<file path="src/rtl/sw_pkg.sv">
// Shared types and constants for the lap stopwatch: BCD digit width,
// per-digit roll-over limits, FSM state type and the packed time record.
package sw_pkg;

    localparam int BCD_W      = 4;

    // Highest value each digit reaches before it rolls over to zero.
    localparam int CS_LIM     = 9;  // both centisecond digits
    localparam int SEC_LO_LIM = 9;
    localparam int SEC_HI_LIM = 5;
    localparam int MIN_LO_LIM = 9;
    localparam int MIN_HI_LIM = 5;

    typedef enum logic [1:0] {
        IDLE  = 2'd0,
        RUN   = 2'd1,
        PAUSE = 2'd2
    } sw_state_e;

    // MM:SS.cc as six BCD digits, most significant first.
    typedef struct packed {
        logic [BCD_W-1:0] m1;
        logic [BCD_W-1:0] m0;
        logic [BCD_W-1:0] s1;
        logic [BCD_W-1:0] s0;
        logic [BCD_W-1:0] c1;
        logic [BCD_W-1:0] c0;
    } time_bcd_t;

    // True when the time shows 59:59.99, the last value before roll-over.
    function automatic logic is_time_max(input time_bcd_t t);
        return (t.m1 == BCD_W'(MIN_HI_LIM)) && (t.m0 == BCD_W'(MIN_LO_LIM)) &&
               (t.s1 == BCD_W'(SEC_HI_LIM)) && (t.s0 == BCD_W'(SEC_LO_LIM)) &&
               (t.c1 == BCD_W'(CS_LIM))     && (t.c0 == BCD_W'(CS_LIM));
    endfunction

endpackage

</file>
<file path="src/rtl/bcd_digit_ctr.sv">
// One BCD digit of the stopwatch. Counts 0..LIMIT when enabled and raises a
// combinational carry on the enabled step that wraps it back to zero, so a
// chain of these ripples the whole time value in a single cycle.
module bcd_digit_ctr
    import sw_pkg::*;
#(
    parameter int LIMIT = 9
) (
    input  logic             clk,
    input  logic             rst,
    input  logic             en,
    input  logic             clr,
    output logic [BCD_W-1:0] q,
    output logic             carry
);

    localparam logic [BCD_W-1:0] LIM = BCD_W'(LIMIT);

    logic [BCD_W-1:0] q_q;
    logic [BCD_W-1:0] q_d;

    assign carry = en && (q_q == LIM);
    assign q     = q_q;

    // Next digit value: clear beats count, count wraps at LIMIT.
    always_comb begin
        // NOTE: default assignment first so no path leaves q_d unassigned (no latch).
        q_d = q_q;
        if (clr) begin
            q_d = '0;
        end else if (en) begin
            q_d = carry ? '0 : q_q + BCD_W'(1);
        end
    end

    // Digit register.
    always_ff @(posedge clk or posedge rst) begin
        // NOTE: non-blocking assignment so every flop samples pre-edge values.
        if (rst) begin
            q_q <= '0;
        end else begin
            q_q <= q_d;
        end
    end

endmodule

</file>
<file path="src/rtl/lap_stopwatch.sv">
// MM:SS.cc BCD stopwatch with run/pause/idle control, clear, and a
// first-word-fall-through lap FIFO for the display mux.
// Optional build macro: LAP_STOPWATCH_SATURATE_EN -- when defined the time
// holds at 59:59.99 instead of wrapping, and the overflow flag lap_ovf is set.
module lap_stopwatch
    import sw_pkg::*;
#(
    parameter  int LAP_DEPTH   = 8,
    parameter  int SYNC_STAGES = 2,
    localparam int LAP_AW      = $clog2(LAP_DEPTH)
) (
    input  logic              clk,
    input  logic              rst,
    input  logic              tick_100hz,
    input  logic              btn_start_stop,
    input  logic              btn_lap,
    input  logic              btn_clear,
    input  logic              lap_rd,
    output logic [23:0]       time_bcd,
    output logic [23:0]       lap_bcd,
    output logic [LAP_AW:0]   lap_count,
    output logic              lap_empty,
    output logic              lap_full,
    output logic              lap_ovf,
    output logic              running,
    output logic              wrap
);

    localparam int B_SS  = 0;
    localparam int B_LAP = 1;
    localparam int B_CLR = 2;

    // ---------------- button synchronisers and edge detect ----------------
    logic [2:0]                  btn_raw;
    logic [2:0][SYNC_STAGES-1:0] sync_q;
    logic [2:0]                  prev_q;
    logic [2:0]                  btn_lvl;
    logic [2:0]                  btn_pulse;

    assign btn_raw = {btn_clear, btn_lap, btn_start_stop};

    // Synchronised level of each button is the last stage of its chain.
    always_comb begin
        for (int i = 0; i < 3; i++) begin
            btn_lvl[i] = sync_q[i][SYNC_STAGES-1];
        end
    end

    assign btn_pulse = btn_lvl & ~prev_q;

    // Shift raw buttons through the synchroniser and remember the last level.
    always_ff @(posedge clk or posedge rst) begin
        if (rst) begin
            sync_q <= '0;
            prev_q <= '0;
        end else begin
            for (int i = 0; i < 3; i++) begin
                sync_q[i] <= {sync_q[i][SYNC_STAGES-2:0], btn_raw[i]};
            end
            prev_q <= btn_lvl;
        end
    end

    // ---------------- control FSM ----------------
    sw_state_e state_q;
    logic      running_q;

    // Start/stop toggles RUN; clear from PAUSE returns to IDLE and wins over start.
    always_ff @(posedge clk or posedge rst) begin
        if (rst) begin
            state_q   <= IDLE;
            running_q <= 1'b0;
        end else begin
            case (state_q)
                IDLE: begin
                    if (btn_pulse[B_SS]) begin
                        state_q   <= RUN;
                        running_q <= 1'b1;
                    end
                end
                RUN: begin
                    if (btn_pulse[B_SS]) begin
                        state_q   <= PAUSE;
                        running_q <= 1'b0;
                    end
                end
                PAUSE: begin
                    if (btn_pulse[B_CLR]) begin
                        state_q   <= IDLE;
                        running_q <= 1'b0;
                    end else if (btn_pulse[B_SS]) begin
                        state_q   <= RUN;
                        running_q <= 1'b1;
                    end
                end
                default: begin
                    state_q   <= IDLE;
                    running_q <= 1'b0;
                end
            endcase
        end
    end

    logic clear_do;
    logic run_tick;
    logic cnt_en;
    logic sat_hit;

    assign clear_do = btn_pulse[B_CLR] && (state_q == PAUSE);
    assign run_tick = tick_100hz && (state_q == RUN);

    // ---------------- time counter ----------------
    time_bcd_t        time_q;
    logic [BCD_W-1:0] d_c0, d_c1, d_s0, d_s1, d_m0, d_m1;
    logic             cy_c0, cy_c1, cy_s0, cy_s1, cy_m0, cy_m1;
    logic             wrap_q;

    assign time_q = {d_m1, d_m0, d_s1, d_s0, d_c1, d_c0};

`ifdef LAP_STOPWATCH_SATURATE_EN
    assign cnt_en  = run_tick && !is_time_max(time_q);
    assign sat_hit = run_tick &&  is_time_max(time_q);
`else
    assign cnt_en  = run_tick;
    assign sat_hit = 1'b0;
`endif

    bcd_digit_ctr #(.LIMIT(CS_LIM)) u_c0 (
        .clk(clk), .rst(rst), .en(cnt_en), .clr(clear_do), .q(d_c0), .carry(cy_c0));
    bcd_digit_ctr #(.LIMIT(CS_LIM)) u_c1 (
        .clk(clk), .rst(rst), .en(cy_c0),  .clr(clear_do), .q(d_c1), .carry(cy_c1));
    bcd_digit_ctr #(.LIMIT(SEC_LO_LIM)) u_s0 (
        .clk(clk), .rst(rst), .en(cy_c1),  .clr(clear_do), .q(d_s0), .carry(cy_s0));
    bcd_digit_ctr #(.LIMIT(SEC_HI_LIM)) u_s1 (
        .clk(clk), .rst(rst), .en(cy_s0),  .clr(clear_do), .q(d_s1), .carry(cy_s1));
    bcd_digit_ctr #(.LIMIT(MIN_LO_LIM)) u_m0 (
        .clk(clk), .rst(rst), .en(cy_s1),  .clr(clear_do), .q(d_m0), .carry(cy_m0));
    bcd_digit_ctr #(.LIMIT(MIN_HI_LIM)) u_m1 (
        .clk(clk), .rst(rst), .en(cy_m0),  .clr(clear_do), .q(d_m1), .carry(cy_m1));

    // Carry out of the top digit marks the 59:59.99 -> 00:00.00 roll-over.
    always_ff @(posedge clk or posedge rst) begin
        if (rst) begin
            wrap_q <= 1'b0;
        end else begin
            wrap_q <= cy_m1;
        end
    end

    // ---------------- lap FIFO ----------------
    time_bcd_t          lap_mem [LAP_DEPTH];
    logic [LAP_AW-1:0]  wr_ptr_q;
    logic [LAP_AW-1:0]  rd_ptr_q;
    logic [LAP_AW:0]    cnt_q;
    logic               ovf_q;
    logic               fifo_full;
    logic               fifo_empty;
    logic               lap_req;
    logic               do_push;
    logic               do_pop;
    logic               drop;

    assign fifo_full  = (cnt_q == (LAP_AW+1)'(LAP_DEPTH));
    assign fifo_empty = (cnt_q == '0);
    assign lap_req    = btn_pulse[B_LAP] && (state_q == RUN);
    assign do_pop     = lap_rd && !fifo_empty;
    // A pop on the same cycle frees the slot, so a full FIFO still accepts.
    assign do_push    = lap_req && (!fifo_full || do_pop);
    assign drop       = lap_req && fifo_full && !do_pop;

    // Lap storage, written with the pre-increment time.
    always_ff @(posedge clk) begin
        // NOTE: storage has no reset; the count gates every read, so stale data is never shown.
        if (do_push) begin
            lap_mem[wr_ptr_q] <= time_q;
        end
    end

    // Pointers, occupancy and the sticky overflow flag; clear empties everything.
    always_ff @(posedge clk or posedge rst) begin
        if (rst) begin
            wr_ptr_q <= '0;
            rd_ptr_q <= '0;
            cnt_q    <= '0;
            ovf_q    <= 1'b0;
        end else if (clear_do) begin
            wr_ptr_q <= '0;
            rd_ptr_q <= '0;
            cnt_q    <= '0;
            ovf_q    <= 1'b0;
        end else begin
            if (do_push) begin
                wr_ptr_q <= wr_ptr_q + LAP_AW'(1);
            end
            if (do_pop) begin
                rd_ptr_q <= rd_ptr_q + LAP_AW'(1);
            end
            if (do_push && !do_pop) begin
                cnt_q <= cnt_q + (LAP_AW+1)'(1);
            end else if (do_pop && !do_push) begin
                cnt_q <= cnt_q - (LAP_AW+1)'(1);
            end
            if (drop || sat_hit) begin
                ovf_q <= 1'b1;
            end
        end
    end

    // ---------------- outputs ----------------
    assign time_bcd  = time_q;
    assign lap_bcd   = fifo_empty ? 24'h0 : lap_mem[rd_ptr_q];
    assign lap_count = cnt_q;
    assign lap_empty = fifo_empty;
    assign lap_full  = fifo_full;
    assign lap_ovf   = ovf_q;
    assign running   = running_q;
    assign wrap      = wrap_q;

endmodule

</file>
<file path="config.mk">
export PLATFORM = sky130hd
export DESIGN_NAME = lap_stopwatch
export DESIGN_NICKNAME = d
export VERILOG_FILES = /design/src/rtl/sw_pkg.sv /design/src/rtl/bcd_digit_ctr.sv /design/src/rtl/lap_stopwatch.sv
export SDC_FILE = /design/constraint.sdc
export NUM_CORES = 1
export LEC_CHECK = 0
export ABC_AREA = 1
export CAP_MARGIN = 40
export CORE_AREA = 2 2 235 179
export DETAILED_ROUTE_END_ITERATION = 6
export DIE_AREA = 0 0 237 181
export DONT_BUFFER_PORTS = 1
export SLEW_MARGIN = 10
export SYNTH_ARGS = -nofsm -noshare
export SYNTH_HDL_FRONTEND = slang
export SYNTH_SLANG_ARGS = --single-unit
</file>
<file path="constraint.sdc">
create_clock -name clk -period 8.2 [get_ports clk]
set_input_delay 1.23 -clock clk [delete_from_list [all_inputs] [get_ports clk]]
set_output_delay 1.23 -clock clk [all_outputs]
set_load 0.02 [all_outputs]
</file>
After elaboration in Yosys (flattened, before gate mapping):

Memories as Yosys holds them, arrays and structs flattened.
Index checks and enable logic that the tools add are counted.

* register bits after elaboration: 48
* RAM bits: 192
* input bits: 7
* output and inout bits: 57
* word-level logic and storage cells: 110
* memories: 1

Memory list
* lap_mem: depth 8, bits a word 24, rd ports 1, clocked after memory_dff 0, write ports 1, RTL line lap_stopwatch.sv:151 `time_bcd_t lap_mem [LAP_DEPTH];`

* add/sub/neg operators: 10
* equal/unequal tests: 10
* mux-type cells: 38
* bitwise logic cells: 2
* reduce and logical (&&, ||, !) cells: 32

Operators by type and width (number)
* $mux W4: 21
* $add A4 B1 Y4 const B: 7
* $mux W24: 1
* $eq A4 B4 Y1 const B: 5
* $reduce_bool A2 Y1: 9
* $logic_and A1 B1 Y1: 15
* $mux W3: 4
* $eq A4 B3 Y1 const B: 2
* $mux W1: 7
* $add A3 B1 Y3 const B: 2
* $mux W2: 3
* $pmux W2 S3: 1
* $logic_not A1 Y1: 4
* $logic_not A4 Y1: 1
* $sub A4 B1 Y4 const B: 1
* $and A3 B3 Y3: 1
* $not A3 Y3: 1
* $pmux W1 S3: 1
* $reduce_bool A3 Y1: 1
* $eq A2 B1 Y1 const B: 1
* $eq A2 B2 Y1 const B: 1
* $logic_not A2 Y1: 1
* $ne A2 B2 Y1 const B: 1
* $logic_or A1 B1 Y1: 1

Longest topological paths before layout:

* depth after elaboration: 11
* mapped depth: 13
* gate-level depth less buffers: 13

By module:

Synthesis repeated with hierarchy kept, for this count alone.

* cells, all modules: 935
* area total of the unflattened synthesis: 10352.4 um2

Modules (own cells, without submodules)
* lap_stopwatch: instances 1, cells each 703, area an instance 8728.4 um2, seq. area each 6366.1 um2
* bcd_digit_ctr at u_c0 ...: instances 4, cells each 39, area an instance 275.3 um2, seq. area each 100.1 um2
* bcd_digit_ctr at u_m1 ...: instances 2, cells each 38, area an instance 261.5 um2, seq. area each 100.1 um2

Worst setup path before layout:

No wires, ideal clock.

* kind: input port to flip-flop
* start point: input lap_rd
* end point: memory lap_mem[4][0] in the netlist's numbering, enable pin
* arrival: 3.296 ns
* required time: 7.765 ns
* path slack: 4.469 ns
* cell stages on the path: 6
* buffers on the path: 0
* path through: inv_1 -> nand4_1 -> nand2_1 -> inv_1 -> nand2_1 -> nor3_1

* word-level cells in the longest chain between the ends: 5

RTL lines
* start, declared: RTL line lap_stopwatch.sv:18 `input logic lap_rd,`
* $logic_and A1 B1 Y1: RTL line lap_stopwatch.sv:166 `assign do_pop = lap_rd && !fifo_empty;`
* $logic_or A1 B1 Y1: RTL line lap_stopwatch.sv:168 `assign do_push = lap_req && (!fifo_full || do_pop);`
* $logic_and A1 B1 Y1: RTL line lap_stopwatch.sv:168
* $mux W1: RTL line lap_stopwatch.sv:174 `if (do_push) begin`
* $mux W1 (not written as such): RTL line lap_stopwatch.sv:175 `lap_mem[wr_ptr_q] <= time_q;`
* end, declared: RTL line lap_stopwatch.sv:151

Every way passes these cells.

Worst setup path after layout:

* start point: register rd_ptr_q[0]
* end point: output lap_bcd[13]

* word-level cells in the longest chain between the ends: 2

RTL lines
* start, declared: RTL line lap_stopwatch.sv:153 `logic [LAP_AW-1:0] rd_ptr_q;`
* start signal, assigned: RTL line lap_stopwatch.sv:196 `rd_ptr_q <= rd_ptr_q + LAP_AW'(1);`
* $mem_v2 Z8 W24
* $mux W24: RTL line lap_stopwatch.sv:211 `assign lap_bcd = fifo_empty ? 24'h0 : lap_mem[rd_ptr_q];`
* end, declared: RTL line lap_stopwatch.sv:20 `output logic [23:0] lap_bcd,`

Every way passes these cells.

==> results.md <==
- Final setup vio count: 0
- Period utilisation layout: 50.4%
- Worst-margin pin slew: 0.922 ns
- Status: finished clean
- Top cells by area, synth: edfxtp_1 57%, dfrtp_1 12%, o21ai_0 6.2%, nor2_1 6.0%, nand2_1 2.5%
- Routed wire length: 24000 um
- Warnings, synthesis: 0
- First-pass GRT wire length: 36600 um
- Worst-path clk slew: 0.06 ns
- Worst path slowest cell: buf_4
- 1st-pass router iterations: 5
- Layout Nets: 871
- Clk sinks: 240
- Tmin final: 4.13 ns
- Number of nets with antenna violations after routing: 0
- Worst path top cell family by delay: buffers and inverters
- Register area share after synthesis: 69.2%
- Clk_lat worst skew: 0.53 ns
- Die ar.: 42900 sq um
- DR vias/cell: 4.45
- Largest net degree at the start of global routing: 75
- CTS tree: done
- CTS Hold Bufs: 0
- CP Data Required Time: 6.97 ns
- Initial Util: 24.9%
- Cts repair resizes: 0
- Worst hold path class: reg2reg
- GRT Total Usage: 11.0%
- Wirelength per Cell: 17.2 um
- Top cell type's share of synthesized area: 57.3%
- PwrDens: 331 nW/um^2
- Placed cell area: 10800 sq um
- Die width: 237 um
- Post-CTS setup buffers: 0
- # IOs: 64
- Max_cap viols: 0
- Most used cell, CP: nor2_1
- Final hold vios: 0
- CTS max path bufs: 3
- Total negative slack: 0 ns
- Vias in the first global route: 5924
- Crit start category: flip-flop
- #FFs+latches synth: 240
- Placer congestion estimate: 0.733
- Area Growth Syn to Fin: 14.9%
- Drt drc: 0
- WP buf/inv: 1
- Avg Inst Size Synth: 12.0 sq um
- Critical path peak fanout: 73
- Core area: 40400 sq um
- Proportion of layout cells with a drive suffix above 1: 10.5%
- Commonest non-fill, non-tap cell in the layout: edfxtp_1
- Total gr overflow: 0
- Max Clk Rate: 0.242 GHz
- Die Y: 181 um
- Site Rows: 64
- Clock Skews: 0.00947 ns
- Area of the mapped netlist: 10100 sq um
- Synth area leader: edfxtp_1
- Most frequent cells in the layout: 192 x edfxtp_1, 154 x nor2_1, 125 x o21ai_0, 67 x nand2_1, 47 x inv_1
- H-tree levels: 1
- Slew Limit Fails: 0
- Crit path cell chain: buf_4, nor2_1, nor2_1, o21ai_0, o21ai_1, o21ai_1, nor2_1
- Leakage: 4.19 nW
- DP HPWL: 14600 um
- Total CTS buffers: 25
- Crit Path Class: reg2out
- Routed via count: 6212
- Worst setup EP type: output port
- Clock root cell: clkbuf_16
- Relative slew slack: 38.6%
- Initial antenna violation count: 0
- Initial drt markers: 554
- Final Cell Area: 11600 sq um
- VDD IR max: 200 uV
- Synthesized net count: 863
- Total Power: 3.83 mW
- CP max stage delay: 0.69 ns
- WP data arrival: 2.90 ns
- Post-Syn Instances: 839
- Port bufs: 0
- Yosys cell types: 38
- RSZ-0062 raised after global routing: no
-- sequential cells by signal (all words and copies together), names as in the netlist, 3 cells and up --
| signal | count |
|---|---|
| btn_lvl | 3 |
| u_m1.q | 4 |
| lap_count | 4 |
| u_s0.q | 4 |
| u_c1.q | 4 |
| lap_mem | 192 |
| sync_q | 3 |
| u_c0.q | 4 |
| u_s1.q | 4 |
| wr_ptr_q | 3 |
| rd_ptr_q | 3 |
| prev_q | 3 |
| u_m0.q | 4 |
-- worst paths after layout --
kind	startpoint	endpoint	slack (ns)	depth (start not counted)
max	rd_ptr_q[0]$_DFFE_PP0P_	lap_bcd[13]	4.07	7
min	sync_q[2]$_DFF_PP0_	btn_lvl[1]$_DFF_PP0_	0.35	0
max reg2reg	lap_count[1]$_DFFE_PP0P_	lap_count[3]$_DFFE_PP0P_	5.17	13
min reg2reg	sync_q[2]$_DFF_PP0_	btn_lvl[1]$_DFF_PP0_	0.35	0
max in group asynchronous	rst	rd_ptr_q[0]$_DFFE_PP0P_	6.89	2
min in group asynchronous	rst	sync_q[0]$_DFF_PP0_	0.78	2
-- per-stage QoR --
stage	hold WS (ns)	cells	setup WS, ns	utilization [%]
2_1_floorplan	0.331	839	4.47	-
3_3_place_gp	0.339	1344	4.61	26.4
3_5_place_dp	0.337	1348	4.62	26.6
4_1_cts	0.350	1394	4.03	28.6
5_1_grt	0.363	1394	3.85	28.6
6_report	0.348	1395	4.07	28.6
-- synthesized netlist by cell type (all sizes together) --
library cell	number
a21oi	14
a31oi	1
buf	20
clkbuf	18
dfrtp	48
edfxtp	192
fa	1
ha	16
inv	51
mux2i	24
nand2	71
nand3	21
nand3b	3
nand4	13
nor2	166
nor3	3
o21a	1
o21ai	135
o22ai	25
o31ai	2
or2	3
xnor2	1
xor2	10
-- cell families (layout without fill, tap and decap cells) --
logic type                 Yosys count  after routing  synth area share [%]
AOI/OAI and AO/OA                  178            178                  9.33
xor gates and xnor gates            11             11                 0.957
adders and majority gates           17             17                  2.19
buffers and inverters               89            116                  3.69
DFF                                240            240                  69.2
muxes                               24             24                  2.39
other                                0              1                     0
and+or+nand+nor                    280            280                  12.2
-- where the power goes --
group	switching (mW)	internal, mW	leakage, nW
Sequential	0.159	1.42	2.34
Clock	0.486	0.633	0.395
Combinational	0.818	0.315	1.46
-- metal layers --
layer  GRT usage (%)  vias to the layer above  share of wire [%]
li1                -                     2998                  -
met1            16.2                     3036                 49
met2            16.0                      150                 42
met3            3.38                       28                7.8
met4            2.18                        0                1.5
met5               0                        -                  0
-- area by class of cell --
type	instances	area (sq um)
timing repair buffer	19	178
inverter	51	191
multi-input combinational	510	2750
clock inverter	15	121
fill	4089	28900
sequential	240	6970
clock buffer	31	688
tap	528	661
antenna	1	2.50
Note: power is estimated with default switching activity, not from simulation.
